### src/rtl/rom_port_arbiter_if.sv
// Bus bundle between the two ROM requesters (IF, LD), the ROM and the arbiter.
// The arbiter takes the slave view; the requesters and the ROM take the master view.
interface rom_port_arbiter_if #(
    parameter int ADDR_W = 8,
    parameter int DATA_W = 32
) ();
    logic              if_req_i;
    logic [ADDR_W-1:0] if_addr_i;
    logic              if_gnt_o;
    logic              if_rvalid_o;
    logic [DATA_W-1:0] if_rdata_o;

    logic              ld_req_i;
    logic [ADDR_W-1:0] ld_addr_i;
    logic              ld_gnt_o;
    logic              ld_rvalid_o;
    logic [DATA_W-1:0] ld_rdata_o;

    logic [ADDR_W-1:0] rom_addr_o;
    logic [DATA_W-1:0] rom_data_i;
    logic              ld_starved_o;

    modport slave (
        input  if_req_i, if_addr_i, ld_req_i, ld_addr_i, rom_data_i,
        output if_gnt_o, if_rvalid_o, if_rdata_o,
               ld_gnt_o, ld_rvalid_o, ld_rdata_o,
               rom_addr_o, ld_starved_o
    );

    modport master (
        output if_req_i, if_addr_i, ld_req_i, ld_addr_i, rom_data_i,
        input  if_gnt_o, if_rvalid_o, if_rdata_o,
               ld_gnt_o, ld_rvalid_o, ld_rdata_o,
               rom_addr_o, ld_starved_o
    );
endinterface

### src/rtl/rom_port_arbiter.sv
// Shares one combinational ROM between instruction fetch (IF) and data load (LD).
// IF has priority; LD is forced through after MAX_WAIT consecutive lost cycles.
// ROM data is registered and returned one cycle after the granting cycle.
module rom_port_arbiter #(
    parameter int ADDR_W   = 8,
    parameter int DATA_W   = 32,
    parameter int MAX_WAIT = 3
) (
    input logic               clk,
    input logic               rst,
    rom_port_arbiter_if.slave bus
);
    localparam logic [3:0] MAX_WAIT_C = 4'(MAX_WAIT);

    typedef enum logic [1:0] {
        IDLE,
        IF_RSP,
        LD_RSP
    } rsp_st_e;

    rsp_st_e           rsp_st_q, rsp_st_d;
    logic [3:0]        wait_cnt_q, wait_cnt_d;
    logic [DATA_W-1:0] data_q, data_d;

    logic              starved;
    logic              if_gnt;
    logic              ld_gnt;
    logic [ADDR_W-1:0] rom_addr;

    // Grants and ROM address: purely from requests and the registered wait counter.
    always_comb begin
        starved  = (wait_cnt_q == MAX_WAIT_C);
        ld_gnt   = bus.ld_req_i && (!bus.if_req_i || starved);
        if_gnt   = bus.if_req_i && !ld_gnt;
        rom_addr = '0;
        if (if_gnt) begin
            rom_addr = bus.if_addr_i;
        end else if (ld_gnt) begin
            rom_addr = bus.ld_addr_i;
        end
    end

    // Wait counter: counts consecutive LD losses, saturating at MAX_WAIT.
    always_comb begin
        wait_cnt_d = '0;
        if (bus.ld_req_i && !ld_gnt) begin
            wait_cnt_d = (wait_cnt_q >= MAX_WAIT_C) ? MAX_WAIT_C : wait_cnt_q + 4'd1;
        end
    end

    // Response FSM next state and data capture on any granted cycle.
    always_comb begin
        rsp_st_d = IDLE;
        data_d   = data_q;
        if (if_gnt) begin
            rsp_st_d = IF_RSP;
        end else if (ld_gnt) begin
            rsp_st_d = LD_RSP;
        end
        if (if_gnt || ld_gnt) begin
            data_d = bus.rom_data_i;
        end
    end

    // State, counter and data registers.
    always_ff @(posedge clk or posedge rst) begin
        if (rst) begin
            rsp_st_q   <= IDLE;
            wait_cnt_q <= '0;
            data_q     <= '0;
        end else begin
            rsp_st_q   <= rsp_st_d;
            wait_cnt_q <= wait_cnt_d;
            data_q     <= data_d;
        end
    end

    assign bus.if_gnt_o     = if_gnt;
    assign bus.ld_gnt_o     = ld_gnt;
    assign bus.rom_addr_o   = rom_addr;
    assign bus.ld_starved_o = starved && bus.ld_req_i;
    assign bus.if_rvalid_o  = (rsp_st_q == IF_RSP);
    assign bus.ld_rvalid_o  = (rsp_st_q == LD_RSP);
    assign bus.if_rdata_o   = data_q;
    assign bus.ld_rdata_o   = data_q;
endmodule

### src/flat_wrapper.sv
// flat-port wrapper written by rule: the top's interface ports become plain ports
module rom_port_arbiter_flat 
#(
    parameter int ADDR_W   = 8,
    parameter int DATA_W   = 32,
    parameter int MAX_WAIT = 3
)
  (clk, rst, bus_if_req_i, bus_if_addr_i, bus_ld_req_i, bus_ld_addr_i, bus_rom_data_i, bus_if_gnt_o, bus_if_rvalid_o, bus_if_rdata_o, bus_ld_gnt_o, bus_ld_rvalid_o, bus_ld_rdata_o, bus_rom_addr_o, bus_ld_starved_o);
  rom_port_arbiter_if #(.ADDR_W(ADDR_W), .DATA_W(DATA_W)) bus_i ();
  input logic clk;
  input logic rst;
  input wire logic [$bits(bus_i.if_req_i)-1:0] bus_if_req_i;
  input wire logic [$bits(bus_i.if_addr_i)-1:0] bus_if_addr_i;
  input wire logic [$bits(bus_i.ld_req_i)-1:0] bus_ld_req_i;
  input wire logic [$bits(bus_i.ld_addr_i)-1:0] bus_ld_addr_i;
  input wire logic [$bits(bus_i.rom_data_i)-1:0] bus_rom_data_i;
  output wire logic [$bits(bus_i.if_gnt_o)-1:0] bus_if_gnt_o;
  output wire logic [$bits(bus_i.if_rvalid_o)-1:0] bus_if_rvalid_o;
  output wire logic [$bits(bus_i.if_rdata_o)-1:0] bus_if_rdata_o;
  output wire logic [$bits(bus_i.ld_gnt_o)-1:0] bus_ld_gnt_o;
  output wire logic [$bits(bus_i.ld_rvalid_o)-1:0] bus_ld_rvalid_o;
  output wire logic [$bits(bus_i.ld_rdata_o)-1:0] bus_ld_rdata_o;
  output wire logic [$bits(bus_i.rom_addr_o)-1:0] bus_rom_addr_o;
  output wire logic [$bits(bus_i.ld_starved_o)-1:0] bus_ld_starved_o;
  assign bus_i.if_req_i = bus_if_req_i;
  assign bus_i.if_addr_i = bus_if_addr_i;
  assign bus_i.ld_req_i = bus_ld_req_i;
  assign bus_i.ld_addr_i = bus_ld_addr_i;
  assign bus_i.rom_data_i = bus_rom_data_i;
  assign bus_if_gnt_o = bus_i.if_gnt_o;
  assign bus_if_rvalid_o = bus_i.if_rvalid_o;
  assign bus_if_rdata_o = bus_i.if_rdata_o;
  assign bus_ld_gnt_o = bus_i.ld_gnt_o;
  assign bus_ld_rvalid_o = bus_i.ld_rvalid_o;
  assign bus_ld_rdata_o = bus_i.ld_rdata_o;
  assign bus_rom_addr_o = bus_i.rom_addr_o;
  assign bus_ld_starved_o = bus_i.ld_starved_o;
  rom_port_arbiter #(.ADDR_W(ADDR_W), .DATA_W(DATA_W), .MAX_WAIT(MAX_WAIT)) u_core (.clk(clk), .rst(rst), .bus(bus_i));
endmodule
### config.mk
export PLATFORM = sky130hd
export DESIGN_NAME = rom_port_arbiter_flat
export DESIGN_NICKNAME = d
export VERILOG_FILES = /design/src/rtl/rom_port_arbiter_if.sv /design/src/rtl/rom_port_arbiter.sv /design/src/flat_wrapper.sv
export SDC_FILE = /design/constraint.sdc
export NUM_CORES = 1
export LEC_CHECK = 0
export CORE_MARGIN = 2
export CORE_UTILIZATION = 37
export CTS_CLUSTER_DIAMETER = 60
export CTS_CLUSTER_SIZE = 8
export DETAILED_ROUTE_END_ITERATION = 7
export PLACE_DENSITY = 0.95
export SLEW_MARGIN = 25
export SYNTH_ARGS = -nofsm -noshare
export SYNTH_HDL_FRONTEND = slang
export SYNTH_SLANG_ARGS = --single-unit
### constraint.sdc
create_clock -name clk -period 3.8 [get_ports clk]
set_input_delay 0.76 -clock clk [delete_from_list [all_inputs] [get_ports clk]]
set_output_delay 0.76 -clock clk [all_outputs]
set_load 0.05 [all_outputs]
* Yosys cells after proc, flatten, opt, wreduce, memory -nomap -nowiden
Index checks and enable logic that the tools add are counted.
** Storage, ports and cells
- Logic and storage cells :: 22
- Input port bits :: 52
- Register bits :: 38
- Output and inout bits :: 77
** Cells by class
- Equal/unequal tests :: 3
- Reductions and logical operators :: 8
- Add/subtract/negate cells :: 1
- Order comparisons :: 1
- Mux-type cells :: 6
** Operator list (number)
- 8-bit two-way mux :: 2
- 4-bit two-way mux :: 2
- 4-bit by 1-bit adder with 4-bit output (second input constant) :: 1
- 4-bit by 2-bit == test with 1-bit output (second input constant) :: 1
- 4-bit by 2-bit greater-or-equal comparator with 1-bit output (second input constant) :: 1
- 1-bit logical AND :: 4
- 2-bit two-way mux :: 2
- 2-bit by 1-bit == test with 1-bit output (second input constant) :: 1
- 2-bit == test (second input constant) :: 1
- 1-bit logical NOT :: 2
- 1-bit logical OR :: 2

* Depth between registers and ports, before layout
Gate-level depths: netlist of the first run.
- Depth after elaboration :: 6
- Gate-level depth with buffers :: 5
- Depth with buffers taken out :: 4

* Worst setup path after synthesis of the first run
No wires, ideal clock.
- Path type :: input-to-output
- Start :: in bus_ld_req_i
- End :: out bus_rom_addr_o[0]
- Data required time :: 3040 ps
- Data arrival time :: 2169 ps
- Stages on the path :: 3
- Path slack :: 871 ps
- Buffers on the path :: 0
- Cell sequence :: and4bb_4 -> nor2_2 -> a22o_1
** On the way
- Cells in the longest elaborated chain, start to end :: 4
- Elaborated cells on any way between the ends :: 5
- Classes of those cells :: 2 x mux; 3 x reduce/logical
** Ends and longest elaborated chain
- from (decl) :: RTL line flat_wrapper.sv:14 : input wire logic [$bits(bus_i.ld_req_i)-1:0] bus_ld_req_i;
- 1-bit logical AND :: RTL line rom_port_arbiter.sv:33 : ld_gnt = bus.ld_req_i && (!bus.if_req_i || starved);
- 1-bit logical NOT :: RTL line rom_port_arbiter.sv:34 : if_gnt = bus.if_req_i && !ld_gnt;
- 1-bit logical AND :: RTL line rom_port_arbiter.sv:34
- via bus_if_gnt_o :: RTL line flat_wrapper.sv:17 : output wire logic [$bits(bus_i.if_gnt_o)-1:0] bus_if_gnt_o;
- 8-bit two-way mux :: RTL line rom_port_arbiter.sv:36 : if (if_gnt) begin
- to (decl) :: RTL line flat_wrapper.sv:23 : output wire logic [$bits(bus_i.rom_addr_o)-1:0] bus_rom_addr_o;
The timed path passes the listed nets, and every way through them passes these cells.

* Worst setup path in the final report of the first run
- Start :: in bus_ld_req_i
- End :: out bus_if_gnt_o
** On the way
- Cells in the longest elaborated chain, start to end :: 3
** Ends and longest elaborated chain (RTL line)
- 1-bit logical AND :: rom_port_arbiter.sv:33
- 1-bit logical NOT :: rom_port_arbiter.sv:34
- 1-bit logical AND :: rom_port_arbiter.sv:34
- to (decl) :: flat_wrapper.sv:17
Every way passes these cells.

==> results of run 1 <==
-- registers in the layout, indices dropped and copies added, names as in the netlist --
name / cells
u_core.bus.if_rdata_o: 32
u_core.rsp_st_q: 2
u_core.wait_cnt_q: 4
-- through the flow --
stage	hold slack, ps	instances
2_1_floorplan	518.4	130
3_3_place_gp	496.4	278
3_5_place_dp	511.2	278
4_1_cts	528.3	285
5_1_grt	542.5	285
6_report	522.4	285
-- path summary, 6_finish.rpt --
| path | from | end | depth (start not counted) |
|---|---|---|---|
| hold / removal | u_core.bus.if_rdata_o[11]$_DFFE_PP0P_ | u_core.bus.if_rdata_o[11]$_DFFE_PP0P_ | 1 |
| hold reg to reg | u_core.bus.if_rdata_o[11]$_DFFE_PP0P_ | u_core.bus.if_rdata_o[11]$_DFFE_PP0P_ | 1 |
| setup / recovery | bus_ld_req_i | bus_if_gnt_o | 4 |
| min in group asynchronous | rst | u_core.bus.if_rdata_o[11]$_DFFE_PP0P_ | 2 |
| setup reg to reg | u_core.wait_cnt_q[0]$_DFF_PP0_ | u_core.wait_cnt_q[1]$_DFF_PP0_ | 3 |
| max in group asynchronous | rst | u_core.rsp_st_q[0]$_DFF_PP0_ | 3 |
-- power groups by stage --
| stage | clock network [mW] | registers (mW) | logic [mW] |
|---|---|---|---|
| after floorplan | 0 | 0.567 | 0.236 |
| after global placement | 0 | 0.466 | 0.487 |
| after detailed placement | 0 | 0.468 | 0.493 |
| after CTS | 0.264 | 0.461 | 0.493 |
| after global routing | 0.289 | 0.465 | 0.507 |
| final | 0.251 | 0.460 | 0.489 |
-- Yosys cell counts --
cell,count
a22o_1,8
buf_2,3
mux2_1,13
conb_1,1
buf_4,32
nor2_2,2
o311a_1,2
a21o_1,2
nor2_1,1
buf_6,1
nor2b_1,3
mux2_2,19
and4bb_4,1
inv_1,2
dfrtp_1,38
ha_1,1
-- per-layer routing --
metal	routed length [um]	GRT usage [%]	vias to the layer above	part of all wire, %
li1	-	-	614	-
met1	1470	16.04	642	36
met2	2252	28.48	66	55
met3	295	4.144	8	7.2
met4	65	7.613	0	1.6
met5	0	0	-	0
-- layout make-up --
type	count	area share, %
Timing Repair Buffer	130	43.62
Sequential cell	38	32.56
Multi-Input combinational cell	54	18.55
Clock buffer	5	2.356
Tap cell	54	2.314
Clock inverter	2	0.3428
Inverter	2	0.2571
-- critical path: cells and delay by family --
kind          cells  cell delay [ps]
simple gates      2              380
buf+inv           2             1360
-- cell families (layout without fill, tap and decap cells) --
kind of cell / Yosys count / count (layout) / share of synthesized area [%]
compound gates: 12 / 12 / 5.979
other cells: 1 / 2 / 0.2133
flops: 38 / 38 / 54.09
fa+ha+maj: 1 / 1 / 0.7116
mux: 32 / 32 / 20.50
buf+inv: 38 / 139 / 15.59
simple gates: 7 / 7 / 2.918
==> run metrics, run 1 <==
GPL Wtd Cong=0.7370; area of the core=4661 sq um; register share of total power=38.3%; DRT Pass-1 Iters=3; synthesized cell area=about 1800 sq um; crit share post-route=between 80% and 90%; Setup WS pre-CTS=531.6 ps; commonest non-fill, non-tap cell in the layout=clkdlybuf4s50_1; Clock Sinks=38; Pwr Density=approximately 410 nW/um^2; hold crit path type=flip-flop to flip-flop; Max H-tree Level=2; post-DP HPWL=3.290 mm; crit-path most repeated cell=clkdlybuf4s50_1; CP Data Arrival Time=around 2500 ps; worst slew pin tran=roughly 900 ps; # fillers=379; total CTS buffers=5; Gate power share=around 40%; Layout Skew=roughly 0.85 ps; final hold vios=0; P_leak=1.237 nW; synthesis-to-layout area growth=66.12%; Die Span Y=72.93 um; total global-route track usage=between 10% and 20%; CP Cell Sequence=clkdlybuf4s50_1 -> and4bb_4 -> nor2_2 -> clkdlybuf4s50_1; unrepaired setup endpoints after global routing=no; CTS root buffer=clkbuf_8; FF+latch count, synth=38; first-pass GRT wire length=6.182 mm; Initial Util=37.72%; nets=284; R2R Setup Slk=2570 ps; setup bufs post-CTS=0; number of antenna diodes=0; Yosys cell types=16; fin util=62.66%; post-synth top area cell=dfrtp_1; global route total overflow=0; post-route design area=2920 sq um; drt total wl=4.084 mm; Area contributors post-synth=dfrtp_1 54%, buf_4 14%, mux2_2 12%; Seq/Total Area, Yosys=54.09%; max_cap viols=0; Detailed Route Iter0 Violations=58; via/cell ratio=approximately 4.7; post-synthesis cell count=about 130; most frequent cells in the layout=119 x clkdlybuf4s50_1, 38 x dfrtp_1, 19 x mux2_2, 13 x mux2_1, 11 x buf_4; ratio of cells with drive above 1 in the final layout=17.32%; clk_lat worst skew=280 ps; setup violators final=0; final worst setup slack=between 500 and 600 ps; status=finished clean; Pwr Total=1.201 mW; Crit Path Class=input pin to output port; final number of max-transition violations=0; die span in x=72.93 um; crit end category=output port; Synth warnings=0; largest net degree at the start of global routing=33; Post-DP Area=2841 sq um; Total Die Area=5319 sq um; Synth top area share=between 50 and 60%; maximum clock frequency=0.3061 GHz; Setup TNS=0 ps; initial antenna violation count=0; VDD IR-drop max=0.0002312 V; Int Pwr=744.6 uW; Req. time, crit path=3040 ps; crit-path max cell delay=between 800 and 900 ps; area taken by multi-input logic gates=541.8 sq um; syn_area_per_cell=13.63 sq um; sw power=456.1 uW; FP Rows=25; number of global-route vias before repair=1,312; Hold Buf Count CTS=0; Final Critical Period=3267 ps; Ports=129; Crit-path slowest cell=clkdlybuf4s50_1; via count=1,330; Net Sw Frac=37.98%; startpoint class of the critical path=input pin; clock share of power=20.9%; Sequential Area=950.9 sq um; Clock Path Buffers=2; IO buf count=128; crit path max fanout=6; CTS tree=built; WL/cell=approximately 14 um; DRC=0; post-CTS sizing=0; slew margin rel.=39.62%; register clock-pin slew on the reported worst setup and hold paths=70 ps; antenna viol nets, final=0
(Power assumes the default switching activity.)
==> run 2, diff against run 1 <==
--- a/config.mk
+++ b/config.mk
@@ -6,11 +6,11 @@
 export NUM_CORES = 1
 export LEC_CHECK = 0
 export CORE_MARGIN = 2
-export CORE_UTILIZATION = 37
+export CORE_UTILIZATION = 25
 export CTS_CLUSTER_DIAMETER = 60
 export CTS_CLUSTER_SIZE = 8
 export DETAILED_ROUTE_END_ITERATION = 7
-export PLACE_DENSITY = 0.95
+export PLACE_DENSITY = 0.72
 export SLEW_MARGIN = 25
 export SYNTH_ARGS = -nofsm -noshare
 export SYNTH_HDL_FRONTEND = slang
==> run 2 against run 1 <==
  * Global-route usage is 5.1 points lower
  * Worst setup slack better by 9.6 ps
  * Fmax is 0.29% higher
  * Clock power is 12% higher
  * Cell area is 2.2% higher
  * Die area is 45% higher
  * Non-clock buffer count stayed put
  * Critical path type unchanged
  * Clock-buffer cell count is 2 higher
  * Sequential cell count stayed put
  * Largest power group unchanged
  * Final cell count is 15% higher
  * Hold slack worse by 7.2 ps
==> run metrics, run 2 (synthesis results as in run 1) <==
Detailed Route Iter0 Violations=18; total CTS buffers=5; nets=about 280; P_leak=between 1 and 1.5 nW; CTS root buffer=clkbuf_8; hold crit path type=flip-flop to flip-flop; total global-route track usage=about a tenth; global route total overflow=0; Clock Sinks=38; post-DP HPWL=roughly 3.2 mm; GPL Wtd Cong=0.7194; WL/cell=12.53 um; setup bufs post-CTS=0; synthesis-to-layout area growth=69.82%; # fillers=around 650; setup violators final=0; max_cap viols=0; Setup TNS=0 ps; CTS tree=built; Req. time, crit path=3040 ps; Crit Path Class=input pin to output port; VDD IR-drop max=0.0001979 V; startpoint class of the critical path=input pin; Initial Util=about a quarter; most frequent cells in the layout=119 x clkdlybuf4s50_1, 38 x dfrtp_1, 19 x mux2_2, 13 x mux2_1, 11 x buf_4; Largest register FFs=32; Final Critical Period=3257 ps; ratio of cells with drive above 1 in the final layout=17.24%; crit share post-route=85.72%; DRT Pass-1 Iters=2; number of global-route vias before repair=approximately 1,300; crit path max fanout=6; Max H-tree Level=2; Pwr Density=roughly 410 nW/um^2; maximum clock frequency=slightly above 0.3 GHz; Pwr Total=roughly 1.2 mW; initial antenna violation count=0; via/cell ratio=4.006; Hold Buf Count CTS=0; area of the core=about 6800 sq um; slew margin rel.=39.78%; number of antenna diodes=0; CP Data Arrival Time=2500 ps; FP Rows=30; Fin Hold WS=515.2 ps; status=finished clean; Layout Skew=between 1 and 1.5 ps; DRC=0; largest net degree at the start of global routing=39; drt total wl=4.111 mm; first-pass GRT wire length=roughly 6.2 mm; Total Die Area=7719 sq um; worst slew pin tran=901.1 ps; Ports=129; via count=1,314; commonest non-fill, non-tap cell in the layout=clkdlybuf4s50_1; post-CTS sizing=0; final number of max-transition violations=0; die span in x=87.86 um; Sequential Area=950.9 sq um; Die Span Y=87.86 um; crit end category=output port; register clock-pin slew on the reported worst setup and hold paths=70 ps; final hold vios=0; IO buf count=roughly 130; unrepaired setup endpoints after global routing=no; fin util=43.94%; antenna viol nets, final=0; Clock Path Buffers=2; clk_lat worst skew=280 ps; area taken by multi-input logic gates=around 540 sq um
## run 2: area by class of cell
type / instances / area share (%)
timing repair buffer: 130 / 42.67
sequential: 38 / 31.85
multi-input combinational: 54 / 18.15
clock buffer: 7 / 2.892
clock inverter: 1 / 0.1676
inverter: 2 / 0.2515
tap: 96 / 4.023
## run 2: path summary, 6_finish.rpt
check                                                         to  slack (ps)                                 start  cells past startpoint
max reg2reg                       u_core.wait_cnt_q[1]$_DFF_PP0_        2590        u_core.wait_cnt_q[0]$_DFF_PP0_                      3
min                         u_core.bus.if_rdata_o[3]$_DFFE_PP0P_         520  u_core.bus.if_rdata_o[3]$_DFFE_PP0P_                      1
min reg2reg                 u_core.bus.if_rdata_o[3]$_DFFE_PP0P_         520  u_core.bus.if_rdata_o[3]$_DFFE_PP0P_                      1
max                                             bus_ld_starved_o         540                          bus_ld_req_i                      3
max in group asynchronous  u_core.bus.if_rdata_o[31]$_DFFE_PP0P_        2590                                   rst                      3
min in group asynchronous   u_core.bus.if_rdata_o[4]$_DFFE_PP0P_         880                                   rst                      3
## run 2: per-layer routing
layer	share of wire, %	vias to the layer above	GRT usage (%)
met4	1.1	0	2.937
met3	10	6	4.053
met2	48	72	17.36
met5	0	-	0
li1	-	613	-
met1	41	623	12.32
## run 2: power by group
| group | total (mW) | leakage (nW) | switching, mW | internal [mW] |
|---|---|---|---|---|
| Clock | 0.281 | 0.0482 | 0.135 | 0.146 |
| Sequential | 0.459 | 0.447 | 0.0225 | 0.437 |
| Combinational | 0.489 | 0.746 | 0.304 | 0.185 |
## run 2: worst max-delay path, cell delays in order
cell	delay, ps
clkdlybuf4s50_1	620
and4bb_4	310
clkdlybuf4s50_1	810
## run 2: per-stage QoR
stage | instance area [sq um] | setup WS (ps) | cells
3_5_place_dp | 2894 | 546.5 | 320
2_1_floorplan | 1762 | 871.2 | 130
5_1_grt | 2985 | 486.8 | 328
3_3_place_gp | 2894 | 573.5 | 320
4_1_cts | 2985 | 540.3 | 328
6_report | 2985 | 542.7 | 328
==> run 3, diff against run 2 <==
--- a/config.mk
+++ b/config.mk
@@ -7,7 +7,7 @@
 export LEC_CHECK = 0
 export CORE_MARGIN = 2
 export CORE_UTILIZATION = 25
-export CTS_CLUSTER_DIAMETER = 60
+export CTS_CLUSTER_DIAMETER = 120
 export CTS_CLUSTER_SIZE = 8
 export DETAILED_ROUTE_END_ITERATION = 7
 export PLACE_DENSITY = 0.72
==> results of run 3 <==
No change in the layout: final DEF, timing and power equal those of run 2.
